**config.mk**
```make
export PLATFORM = sky130hd
export DESIGN_NAME = mmu_bus_master
export DESIGN_NICKNAME = d
export VERILOG_FILES = /design/src/rtl/mmu_bus_master.sv
export SDC_FILE = /design/constraint.sdc
export NUM_CORES = 1
export LEC_CHECK = 0
export BUFFER_PORTS_ARGS = -buffer_cell sky130_fd_sc_hd__buf_2
export CAP_MARGIN = 10
export CELL_PAD_IN_SITES_DETAIL_PLACEMENT = 1
export CELL_PAD_IN_SITES_GLOBAL_PLACEMENT = 1
export CORE_MARGIN = 2
export CORE_UTILIZATION = 39
export DETAILED_ROUTE_END_ITERATION = 10
export PLACE_DENSITY = 0.88
export SYNTH_ARGS = -nofsm -noshare
export SYNTH_HDL_FRONTEND = slang
export SYNTH_SLANG_ARGS = --single-unit
```
**constraint.sdc**
```tcl
create_clock -name clk -period 5.89 [get_ports clk]
set_input_delay 0.2945 -clock clk [delete_from_list [all_inputs] [get_ports clk]]
set_output_delay 0.2945 -clock clk [all_outputs]
set_load 0.1 [all_outputs]
```
**src/rtl/mmu_bus_master.sv**
```systemverilog
// CPU-side initiator of the MMU request/response protocol; optionally splits word accesses into two bytes.
// Optional MMU wait timeout is compiled in with `define MMU_BUS_TIMEOUT_EN.
module mmu_bus_master #(
    parameter int unsigned SPLIT_WORDS    = 1,
    parameter int unsigned TIMEOUT_CYCLES = 255
) (
    input  logic        clk,
    input  logic        reset,
    input  logic        cpu_req_valid,
    output logic        cpu_req_ready,
    input  logic [1:0]  cpu_req_op,
    input  logic        cpu_req_size,
    input  logic [15:0] cpu_req_addr,
    input  logic [15:0] cpu_req_wdata,
    output logic        cpu_resp_valid,
    output logic [15:0] cpu_resp_rdata,
    output logic        cpu_resp_err,
    output logic [1:0]  req_op,
    output logic        req_size,
    output logic [15:0] req_addr,
    output logic [15:0] req_wdata,
    input  logic        resp_valid,
    input  logic [15:0] resp_rdata
);

    localparam logic [1:0] OP_IDLE   = 2'd0;
    localparam logic [1:0] OP_WRITE  = 2'd2;
    localparam logic       SIZE_BYTE = 1'b0;
    localparam logic       SIZE_WORD = 1'b1;

    typedef enum logic [1:0] {S_IDLE, S_XFER_LO, S_XFER_HI, S_RESP} state_t;

    state_t      r_state, w_state;
    logic [1:0]  r_req_op, w_req_op;
    logic        r_req_size, w_req_size;
    logic [15:0] r_req_addr, w_req_addr;
    logic [15:0] r_req_wdata, w_req_wdata;
    logic        r_resp_valid, w_resp_valid;
    logic [15:0] r_resp_rdata, w_resp_rdata;
    logic        r_resp_err, w_resp_err;
    logic        r_ready, w_ready;
    logic        r_is_write, w_is_write;
    logic        r_split, w_split;
    logic [7:0]  r_hi_wdata, w_hi_wdata;
    logic [7:0]  r_lo_rdata, w_lo_rdata;
    logic        w_timeout;

`ifdef MMU_BUS_TIMEOUT_EN
    localparam logic [15:0] WAIT_LIMIT = 16'(TIMEOUT_CYCLES - 1);
    logic [15:0] r_wait;

    // Wait counter restarts whenever the state changes, i.e. on entry to each XFER phase.
    always_ff @(posedge clk) begin
        if (reset) begin
            r_wait <= 16'd0;
        end else if (w_state != r_state) begin
            r_wait <= 16'd0;
        end else begin
            r_wait <= r_wait + 16'd1;
        end
    end

    assign w_timeout = !resp_valid && (r_wait == WAIT_LIMIT);
`else
    logic [15:0] w_unused_timeout;
    assign w_unused_timeout = 16'(TIMEOUT_CYCLES);
    assign w_timeout        = 1'b0;
`endif

    // Next-state and next-output logic for every registered output.
    always_comb begin
        w_state      = r_state;
        w_req_op     = r_req_op;
        w_req_size   = r_req_size;
        w_req_addr   = r_req_addr;
        w_req_wdata  = r_req_wdata;
        w_resp_valid = 1'b0;
        w_resp_rdata = 16'h0000;
        w_resp_err   = 1'b0;
        w_is_write   = r_is_write;
        w_split      = r_split;
        w_hi_wdata   = r_hi_wdata;
        w_lo_rdata   = r_lo_rdata;

        case (r_state)
            S_IDLE: begin
                if (cpu_req_valid && (cpu_req_op != OP_IDLE)) begin
                    w_state     = S_XFER_LO;
                    w_is_write  = (cpu_req_op == OP_WRITE);
                    w_split     = (SPLIT_WORDS != 0) && (cpu_req_size == SIZE_WORD);
                    w_req_op    = cpu_req_op;
                    w_req_size  = w_split ? SIZE_BYTE : cpu_req_size;
                    w_req_addr  = cpu_req_addr;
                    w_req_wdata = w_split ? {8'h00, cpu_req_wdata[7:0]} : cpu_req_wdata;
                    w_hi_wdata  = cpu_req_wdata[15:8];
                end
            end
            S_XFER_LO: begin
                if (resp_valid) begin
                    if (r_split) begin
                        w_state     = S_XFER_HI;
                        w_req_addr  = r_req_addr + 16'd1;
                        w_req_wdata = {8'h00, r_hi_wdata};
                        w_lo_rdata  = resp_rdata[7:0];
                    end else begin
                        w_state      = S_RESP;
                        w_req_op     = OP_IDLE;
                        w_resp_valid = 1'b1;
                        if (!r_is_write) begin
                            w_resp_rdata = (r_req_size == SIZE_WORD) ? resp_rdata
                                                                     : {8'h00, resp_rdata[7:0]};
                        end
                    end
                end else if (w_timeout) begin
                    w_state      = S_RESP;
                    w_req_op     = OP_IDLE;
                    w_resp_valid = 1'b1;
                    w_resp_err   = 1'b1;
                    w_resp_rdata = 16'hFFFF;
                end
            end
            S_XFER_HI: begin
                if (resp_valid) begin
                    w_state      = S_RESP;
                    w_req_op     = OP_IDLE;
                    w_resp_valid = 1'b1;
                    if (!r_is_write) begin
                        w_resp_rdata = {resp_rdata[7:0], r_lo_rdata};
                    end
                end else if (w_timeout) begin
                    w_state      = S_RESP;
                    w_req_op     = OP_IDLE;
                    w_resp_valid = 1'b1;
                    w_resp_err   = 1'b1;
                    w_resp_rdata = 16'hFFFF;
                end
            end
            S_RESP: begin
                w_state = S_IDLE;
            end
            default: begin
                w_state  = S_IDLE;
                w_req_op = OP_IDLE;
            end
        endcase

        w_ready = (w_state == S_IDLE);
    end

    always_ff @(posedge clk) begin
        if (reset) begin
            r_state      <= S_IDLE;
            r_req_op     <= OP_IDLE;
            r_req_size   <= SIZE_BYTE;
            r_req_addr   <= 16'h0000;
            r_req_wdata  <= 16'h0000;
            r_resp_valid <= 1'b0;
            r_resp_rdata <= 16'h0000;
            r_resp_err   <= 1'b0;
            r_ready      <= 1'b1;
            r_is_write   <= 1'b0;
            r_split      <= 1'b0;
            r_hi_wdata   <= 8'h00;
            r_lo_rdata   <= 8'h00;
        end else begin
            r_state      <= w_state;
            r_req_op     <= w_req_op;
            r_req_size   <= w_req_size;
            r_req_addr   <= w_req_addr;
            r_req_wdata  <= w_req_wdata;
            r_resp_valid <= w_resp_valid;
            r_resp_rdata <= w_resp_rdata;
            r_resp_err   <= w_resp_err;
            r_ready      <= w_ready;
            r_is_write   <= w_is_write;
            r_split      <= w_split;
            r_hi_wdata   <= w_hi_wdata;
            r_lo_rdata   <= w_lo_rdata;
        end
    end

    assign cpu_req_ready  = r_ready;
    assign cpu_resp_valid = r_resp_valid;
    assign cpu_resp_rdata = r_resp_rdata;
    assign cpu_resp_err   = r_resp_err;
    assign req_op         = r_req_op;
    assign req_size       = r_req_size;
    assign req_addr       = r_req_addr;
    assign req_wdata      = r_req_wdata;

endmodule

```
-- After elaboration in Yosys (flattened, before gate mapping)
Index checks and enable logic that the tools add are counted.
- register bits: 72
- input bits: 55
- output and inout bits: 54
- logic and storage cells: 60
- $add $sub $neg: 1
- eq/ne operators: 9
- muxes and demuxes: 29
- reduce and logical (&&, ||, !) cells: 10
- operator list (operator ; count):
    $mux 16 ; 10
    $pmux 16 s2 ; 3
    $add 16x1->16 const B ; 1
    $mux 8 ; 2
    $mux 2 ; 7
    $ne 2x2->1 const B ; 5
    $pmux 2 s4 ; 1
    $eq 2x2->1 const B ; 3
    $pmux 2 s3 ; 1
    $reduce_and 5->1 ; 1
    $logic_not 2->1 ; 2
    $mux 1 ; 4
    $reduce_and 4->1 ; 1
    $reduce_bool 2->1 ; 2
    $reduce_and 3->1 ; 1
    $reduce_bool 3->1 ; 1
    $eq 2x1->1 const B ; 1
    $pmux 1 s2 ; 1
    $reduce_and 2->1 ; 1
    $logic_and 1x1->1 ; 1

-- Logic depth before layout (Yosys ltp)
Gate-level depths: netlist of run 1.
- depth in word-level cells: 5
- gate-level depth with buffers: 9
- depth with buffers taken out: 6

-- Worst setup path before layout of run 1
Ideal clock, no wire load.
- path type: register -> register
- from: reg r_req_addr[0], in the netlist req_addr[0]
- to: reg r_req_addr[11], in the netlist req_addr[11]
- setup time: 0.103 ns
- arrival time: 2.219 ns
- data required time: 5.787 ns
- slack: 3.568 ns
- cell stages (with the launch flop): 5
- buffers on the path: 0
- clock period less this slack: 2.322 ns
- cell sequence: dfxtp_1 -> nand4_1 -> o31ai_1 -> a21oi_1 -> a2111oi_2
- cells in the longest elaborated chain, start to end: 4
- RTL lines (item ; line ; source):
    start, declared ; 36 ; logic [15:0] r_req_addr, w_req_addr;
    start signal, assigned ; 169 ; r_req_addr <= w_req_addr;
    $add 16x1->16 ; 102 ; w_req_addr = r_req_addr + 16'd1;
    $mux 16 ; 100 ; if (r_split) begin
    $mux 16 ; 99 ; if (resp_valid) begin
    $pmux 16 s2 ; 85 ; case (r_state)
No other way between the ends. The select of a mux whose other input is x is not followed.
A chain may end at the register's enable or synchronous reset.

-- Worst setup path in the final report of run 1
- from: reg r_state[1]
- to: reg r_req_addr[3], in the netlist req_addr[3]
- cells in the longest elaborated chain, start to end: 3
- elaborated cells on any way between the ends: 8
- classes of those cells: eq/ne (4); mux (1); reduce/logical (3)
- RTL lines (item ; line ; source):
    start, declared ; 33 ; state_t r_state, w_state;
    start signal, assigned ; 166 ; r_state <= w_state;
    $eq 2x1->1 or $logic_not 2->1 (tied branches) ; 85 ;
    $ne 2x2->1 (no line) or $reduce_bool 2->1 (tied branches) ; - ;
    $reduce_and 4->1 (no line) ; - ;
Several ways; a longest one is shown, not always the timed one.

==> metrics.cfg, run 1 <==
[run_status]
outcome = complete, no violations

[setup_path]
worstRegToRegCells = 6
rr_endpoint = req_addr[3]
cp-startpoint = r_state[1]
crit_chain = inv_1 > ha_1 > mux2i_4 > a221o_1 > o21ai_0 > a21oi_1
crit_required_ns = 6.15
r2r_start = r_state[1]
reg2reg_setup_slack_ns = 3.09
crit_path_start_kind = flop
cpPeakStageDelay_ns = 0.75
worst-path-stages = 6
end_kind = flop
critical_path.n_buffers_inverters = 1
worst-setup-path-type = reg2reg
critPathSlowestCell = ha_1
crit_path_max_fanout = 20
cp_top_family = compound AO/OA/AOI/OAI gates
critical_path_arrival_ns = 3.07
critical_path.endpoint = req_addr[3]

[synth]
syn_area_um2 = 3250
ys_seq_area_frac = 0.444
synth-seq-cells = 72
async_flop_share = 0
synth_edf_count = 0
synth_cell_types = 51
netlist_instances = 363
yosysWarnings = 0
synth_ff_type = dfxtp_1
avgSynthCellArea_um2 = 8.94

[timing]
setup_slack_ns = 3.09
fin_tns_setup_ns = 0
finalSetupViolCount = 0
final_max_slew_viol_count = 0
worst_slew_pin_slew_ns = 1.11
slew_headroom = 0.259
max_freq_mhz = 357
finClkSkew_ns = 0.00964
final_hold_viol_count = 0
period_needed_ns = 2.80
fin_crit_sh = 0.476
rsz0062_at_grt = no

[clock_tree]
cts_root_buffer = clkbuf_8
clk_path_buf_depth = 2
cts_max_level = 3
cts.repair.resized = 0
hold_buffers = 0
numClockSinks = 72
clk_pin_slew_worst_paths_ns = 0.07
cts_setup_buffers = 0
insertion_delay_ns = 0.34
cts_tree = yes
cts_buffers = 9

[grt]
grt_pass1_vias = 3022
grt_pass1_wl_mm = 14.5
grt.total_usage = 0.204
grt_start_max_net_pins = 57
globalRouteOverflowTotal = 0
antenna_found_initial = 0

[layout]
num_antenna_cells = 0
final_common_cell = buf_2
nets = 509
fillers = 984
layout_common_cells = buf_2 (98), dfxtp_1 (72), a21oi_1 (33)
drive_gt1_frac = 0.275
syn2layout_area_growth_pct = 21.3

[pwr]
power_leakage_nw = 1.65
max-vdd-ir-drop_mv = 0.272
p_per_area_nw_per_um2 = 466

[placed_design]
place_ws_ns = 3.07
hpwl_mm = 6.21
gp_congestion = 0.777
port_buffers = 98

[detailed_routing]
routedWlPerCell_um = 15.9
post_drt_via_cell_ratio = 5.37
vias = 2986
wirelength_mm = 8.85
drt-initial-drc-count = 89
ant_nets = 0
dr.pass1.iters = 4
drcViolationCount = 0

[floorplan]
die_w_um = 95.2
die-area_um2 = 9070
ioPinCount = 109
rows = 33
fp.dieH_um = 95.2
core_um2 = 8130
start_util = 0.399

[job]
maxCapViolations = 0

[worst_hold_path]
hp-class = in2reg
hold_path_depth = 2

-- cell usage after synthesis (5+ instances only) --
cell	count	area [µm²]
a211oi_1	13	97.6
a21oi_1	33	165
a22o_1	7	61.3
and2_1	10	62.6
buf_2	8	40.0
clkbuf_1	14	52.6
dfxtp_1	72	1440
ha_1	7	87.6
inv_1	13	48.8
mux2i_1	18	180
nand2_1	27	101
nand3_1	24	120
nand3b_1	5	37.5
nor2_1	25	93.8
nor2b_1	6	37.5
nor3_1	5	25.0
nor4_1	7	43.8
o21a_1	5	37.5
o21ai_0	9	45.0
o21ai_1	6	30.0
-- state kept, by name, indices dropped and copies added, names as in the netlist, 2 cells and up --
name,count
cpu_resp_rdata,16
r_hi_wdata,8
r_lo_rdata,8
r_state,2
req_addr,16
req_op,2
req_wdata,16
-- where the power goes --
part / switching, mW / total [mW] / internal, mW
clock network: 0.182 / 0.374 / 0.192
registers: 0.0559 / 0.611 / 0.555
logic: 0.670 / 0.851 / 0.182
total: 0.908 / 1.84 / 0.928
-- layer usage --
metal | global-route usage | wire length [µm] | vias up
met5 | 0 | 0 | -
met4 | 0.0556 | 90 | 0
met3 | 0.0664 | 566 | 9
met2 | 0.335 | 4190 | 87
met1 | 0.256 | 4000 | 1421
li1 | - | - | 1469
-- metrics by stage --
step	util	instance area (µm²)	hold WS (ns)	instances	power (mW)
2_1_floorplan	-	3250	0.404	364	1.34
3_3_place_gp	0.461	3750	0.438	541	1.46
3_5_place_dp	0.461	3750	0.447	541	1.48
4_1_cts	0.484	3940	0.167	556	1.86
5_1_grt	0.484	3940	0.163	556	1.94
6_report	0.484	3940	0.182	556	1.84
-- worst min path at each step --
stage | start | to | slack, ns
5_1_grt | resp_rdata[1] | cpu_resp_rdata[9] | 0.16
6_report | resp_rdata[1] | cpu_resp_rdata[9] | 0.18
2_1_floorplan | cpu_req_op[0] | r_is_write | 0.40
3_5_place_dp | req_wdata[15] | req_wdata[15] | 0.45
4_1_cts | resp_rdata[6] | cpu_resp_rdata[14] | 0.17
3_3_place_gp | req_wdata[15] | req_wdata[15] | 0.44
-- cell families after synthesis --
group	synth area share
fa+ha+maj	0.0270
compound gates	0.212
mux	0.0625
simple gates	0.194
other cells	0.00116
flops	0.444
buf+inv	0.0598
-- cell type report --
type                            instances  area, µm²  area share
Clock buffer                            9        124      0.0315
Clock inverter                          6       61.3      0.0156
Inverter                               13       48.8      0.0124
Multi-Input combinational cell        251       1630       0.413
Sequential cell                        72       1440       0.366
Tap cell                              105        131      0.0334
Timing Repair Buffer                  100        505       0.128
(Power assumes the default switching activity.)
==> run 2, diff against run 1 <==
CORE_UTILIZATION = 37   (was 39)
PLACE_DENSITY = 0.84   (was 0.88)
clock period = 2.7 ns   (was 5.89 ns; I/O delays follow)
==> metrics.cfg, run 2 (synthesis gave the netlist of run 1 again) <==
[placed_design]
place_ws_ns = 0.462
port_buffers = 98
hpwl_mm = 6.50
gp_congestion = 0.803

[grt]
globalRouteOverflowTotal = 0
grt_start_max_net_pins = 56
grt_pass1_wl_mm = 15.6
antenna_found_initial = 1
grt_pass1_vias = 3143
grt.total_usage = 0.200

[timing]
final_hold_viol_count = 0
slew_headroom = 0.560
finalSetupViolCount = 0
holdWs_ns = 0.0159
period_needed_ns = 2.25
rsz0062_at_grt = no
max_freq_mhz = 445
fin_crit_sh = 0.833
worst_slew_pin_slew_ns = 0.657
setup_slack_ns = 0.451
final_max_slew_viol_count = 0
fin_tns_setup_ns = 0
finClkSkew_ns = 0.0138

[setup_path]
crit_path_start_kind = flop
crit_chain = inv_1 > ha_1 > mux2i_4 > a221o_1 > buf_4 > o21ai_0 > a21oi_1
reg2reg_setup_slack_ns = 0.45
cp_top_family = compound AO/OA/AOI/OAI gates
cp-startpoint = r_state[1]
worst-setup-path-type = reg2reg
cpPeakStageDelay_ns = 0.49
crit_required_ns = 2.97
critical_path.n_buffers_inverters = 2
end_kind = flop
critical_path_arrival_ns = 2.52
r2r_start = r_state[1]
critPathSlowestCell = a221o_1
crit_path_max_fanout = 13

[layout]
nets = 515
fillers = 1053
num_antenna_cells = 0
drive_gt1_frac = 0.282
final_common_cell = buf_2
layout_common_cells = buf_2 (98), dfxtp_1 (72), a21oi_1 (33)
syn2layout_area_growth_pct = 25.1

[pwr]
clock_power_share = 0.243
total_power_mw = 4.31
seqPwrFrac = 0.310
internal_power_mw = 2.27
max-vdd-ir-drop_mv = 0.473
combPwrFrac = 0.447
swShare = 0.475
power_leakage_nw = 1.71
p_per_area_nw_per_um2 = 1060
switchingPower_mw = 2.05

[clock_tree]
clk_pin_slew_worst_paths_ns = 0.08
cts_setup_buffers = 0
numClockSinks = 72
insertion_delay_ns = 0.36
cts.repair.resized = 0
cts_max_level = 3
clk_path_buf_depth = 2
cts_tree = yes
hold_buffers = 1
cts_buffers = 9
cts_root_buffer = clkbuf_8

[floorplan]
rows = 34
fp.dieH_um = 97.7
ioPinCount = 109
start_util = 0.378
core_um2 = 8590
die_w_um = 97.7
die-area_um2 = 9540

[run_status]
outcome = complete, no violations

[worst_hold_path]
worstHoldStart = resp_rdata[0]
hp-class = in2reg

[detailed_routing]
routedLengthMet1_mm = 4.06
routedWlPerCell_um = 16.4
ant_nets = 0
drt-initial-drc-count = 127
post_drt_via_cell_ratio = 5.49
dr.pass1.iters = 4
routed-wl-met3_um = 533
vias = 3105
drcViolationCount = 0
wirelength_mm = 9.29
met2_length_mm = 4.59
highest_layer = met5

[job]
maxCapViolations = 0

==> run 2: metrics by stage <==
| step | utilization | cell area, µm² | cells |
|---|---|---|---|
| final | 0.472 | 4060 | 566 |
| after global routing | 0.472 | 4060 | 566 |
| after CTS | 0.472 | 4060 | 566 |
| after detailed placement | 0.443 | 3810 | 549 |
| after global placement | 0.443 | 3810 | 549 |
| after floorplan | - | 3250 | 364 |
==> run 2: layer usage <==
layer,track usage,vias to the layer above
li1,-,1490
met1,0.247,1515
met2,0.342,85
met3,0.0568,13
met4,0.0566,2
met5,0,-
==> run 2: worst paths after layout <==
check,endpoint,depth (start not counted)
worst min register to register,req_wdata[13],2
worst max register to register,req_addr[8],7
worst min-delay path,cpu_resp_rdata[8],2
worst max-delay path,req_addr[8],7
==> run 2: cell type report <==
type	count	area (µm²)	area share
multi-input cells	251	1630	0.400
flip-flops and latches	72	1440	0.355
repair buffers	106	566	0.139
well taps	108	135	0.0333
clock buffers	10	128	0.0314
clock inverters	6	116	0.0287
inverters	13	48.8	0.0120
==> run 2: power groups by stage <==
stage               sequential [mW]  combinational, mW  clock (mW)
finish                         1.34               1.93        1.05
floorplan                      2.22              0.692           0
global placement               1.35               1.89           0
global route                   1.36               2.04        1.13
CTS                            1.33               1.94        1.08
detailed placement             1.36               1.93           0
==> run 3, diff against run 2 <==
clock period = 2.07 ns   (was 2.7 ns; I/O delays follow)
==> metrics.cfg, run 3 (synthesis gave the netlist of run 1 again) <==
[layout]
fillers = 1062
regArea_um2 = 1460
final_core_util = 0.483
drive_gt1_frac = 0.329
layout_common_cells = buf_2 (98), dfxtp_1 (60), a21oi_1 (33)
num_antenna_cells = 0
final_area_um2 = 4150
multi_input_area_um2 = 1630
nets = 534
syn2layout_area_growth_pct = 28.0
final_common_cell = buf_2

[placed_design]
place_area_um2 = 3900
port_buffers = 98
hpwl_mm = 6.86
place_ws_ns = 0.0381
gp_congestion = 0.823

[clock_tree]
insertion_delay_ns = 0.34
numClockSinks = 72
clk_pin_slew_worst_paths_ns = 0.08
cts_tree = yes
cts_buffers = 9
cts_max_level = 3
clk_path_buf_depth = 2
cts_root_buffer = clkbuf_8

[pwr]
swShare = 0.502
power_leakage_nw = 1.76
combPwrFrac = 0.487
clock_power_share = 0.185
max-vdd-ir-drop_mv = 0.654
internal_power_mw = 2.67
seqPwrFrac = 0.328
p_per_area_nw_per_um2 = 1290
switchingPower_mw = 2.69

[grt]
grt_start_max_net_pins = 56
antenna_found_initial = 0
grt_pass1_vias = 3220
globalRouteOverflowTotal = 0
grt.total_usage = 0.205
grt_pass1_wl_mm = 15.8

[setup_path]
r2r_start = r_state[1]
reg2reg_setup_slack_ns = 0.13
worst-setup-path-type = reg2reg
crit_path_start_kind = flop
rr_endpoint = req_addr[1]
worstRegToRegCells = 7
crit_required_ns = 2.32
crit_path_max_fanout = 13
critical_path_arrival_ns = 2.19
end_kind = flop

[floorplan]
ioPinCount = 109
start_util = 0.378
rows = 34
die_w_um = 97.7
fp.dieH_um = 97.7
core_um2 = 8590
die-area_um2 = 9540

[timing]
max_freq_mhz = 515
worst_slew_pin_slew_ns = 0.635
setup_slack_ns = 0.127
holdWs_ns = 0.00874
fin_crit_sh = 0.939
period_needed_ns = 1.94
finClkSkew_ns = 0.00956
finalSetupViolCount = 0
fin_tns_setup_ns = 0
final_hold_viol_count = 0
slew_headroom = 0.577
final_max_slew_viol_count = 0

[worst_hold_path]
holdPathEnd = cpu_resp_rdata[14]
worstHoldStart = resp_rdata[6]
hp-class = in2reg
hold_path_depth = 2

[run_status]
outcome = complete, no violations

[detailed_routing]
routedWlPerCell_um = 16.4
ant_nets = 0
dr.pass1.iters = 5
wirelength_mm = 9.60
post_drt_via_cell_ratio = 5.33
drt-initial-drc-count = 145
vias = 3118
drcViolationCount = 0

[job]
maxCapViolations = 0

## run 3: final cells by class
| class | count | area share |
|---|---|---|
| sequential | 72 | 0.351 |
| tap | 108 | 0.0325 |
| clock inverter | 6 | 0.0108 |
| timing repair buffer | 125 | 0.171 |
| inverter | 13 | 0.0117 |
| multi-input combinational | 251 | 0.392 |
| clock buffer | 10 | 0.0307 |
## run 3: worst max-delay path by stage
| stage | start | end | slack (ns) | depth (start not counted) |
|---|---|---|---|---|
| 6_report | r_state[1] | req_addr[1] | 0.13 | 7 |
| 5_1_grt | r_state[1] | req_addr[11] | -0.007 | 6 |
| 2_1_floorplan | req_addr[12] | req_addr[13] | 0.13 | 4 |
| 3_5_place_dp | r_state[0] | req_wdata[6] | 0.04 | 7 |
| 4_1_cts | r_state[0] | req_wdata[6] | 0.03 | 7 |
| 3_3_place_gp | r_state[1] | req_wdata[6] | 0.15 | 7 |
## run 3: layer usage
metal  wire, µm  global-route usage  vias up  part of all wire
met2       4860               0.366       82              0.51
li1           -                   -     1517                 -
met3        421              0.0489       15             0.044
met4        177              0.0726        0             0.018
met1       4140               0.239     1504              0.43
met5          0                   0        -                 0
## run 3: per-stage QoR
step | cells | power [mW]
2_1_floorplan | 364 | 3.82
3_3_place_gp | 561 | 4.28
3_5_place_dp | 561 | 4.36
4_1_cts | 583 | 5.37
5_1_grt | 585 | 5.64
6_report | 585 | 5.36
## run 3: timing repair
action	4_1_cts	5_1_grt
setup buffers	0	2
hold buffers	6	0
endpoints found under the hold margin	8	0
gates resized for setup	0	3
endpoints found under the setup margin	0	21
## run 3: power by group through the flow
stage	combinational (mW)	clock [mW]	sequential (mW)
final	2.61	0.993	1.76
after global routing	2.77	1.08	1.79
after CTS	2.59	1.03	1.75
after detailed placement	2.57	0	1.78
after global placement	2.51	0	1.77
after floorplan	0.902	0	2.92
## run 3: critical path, cell delays in order (launching register included)
cell,delay [ns]
dfxtp_1,0.34
inv_1,0.09
ha_1,0.24
mux2i_4,0.24
a221oi_4,0.38
buf_4,0.28
nor2_1,0.06
a211oi_1,0.22
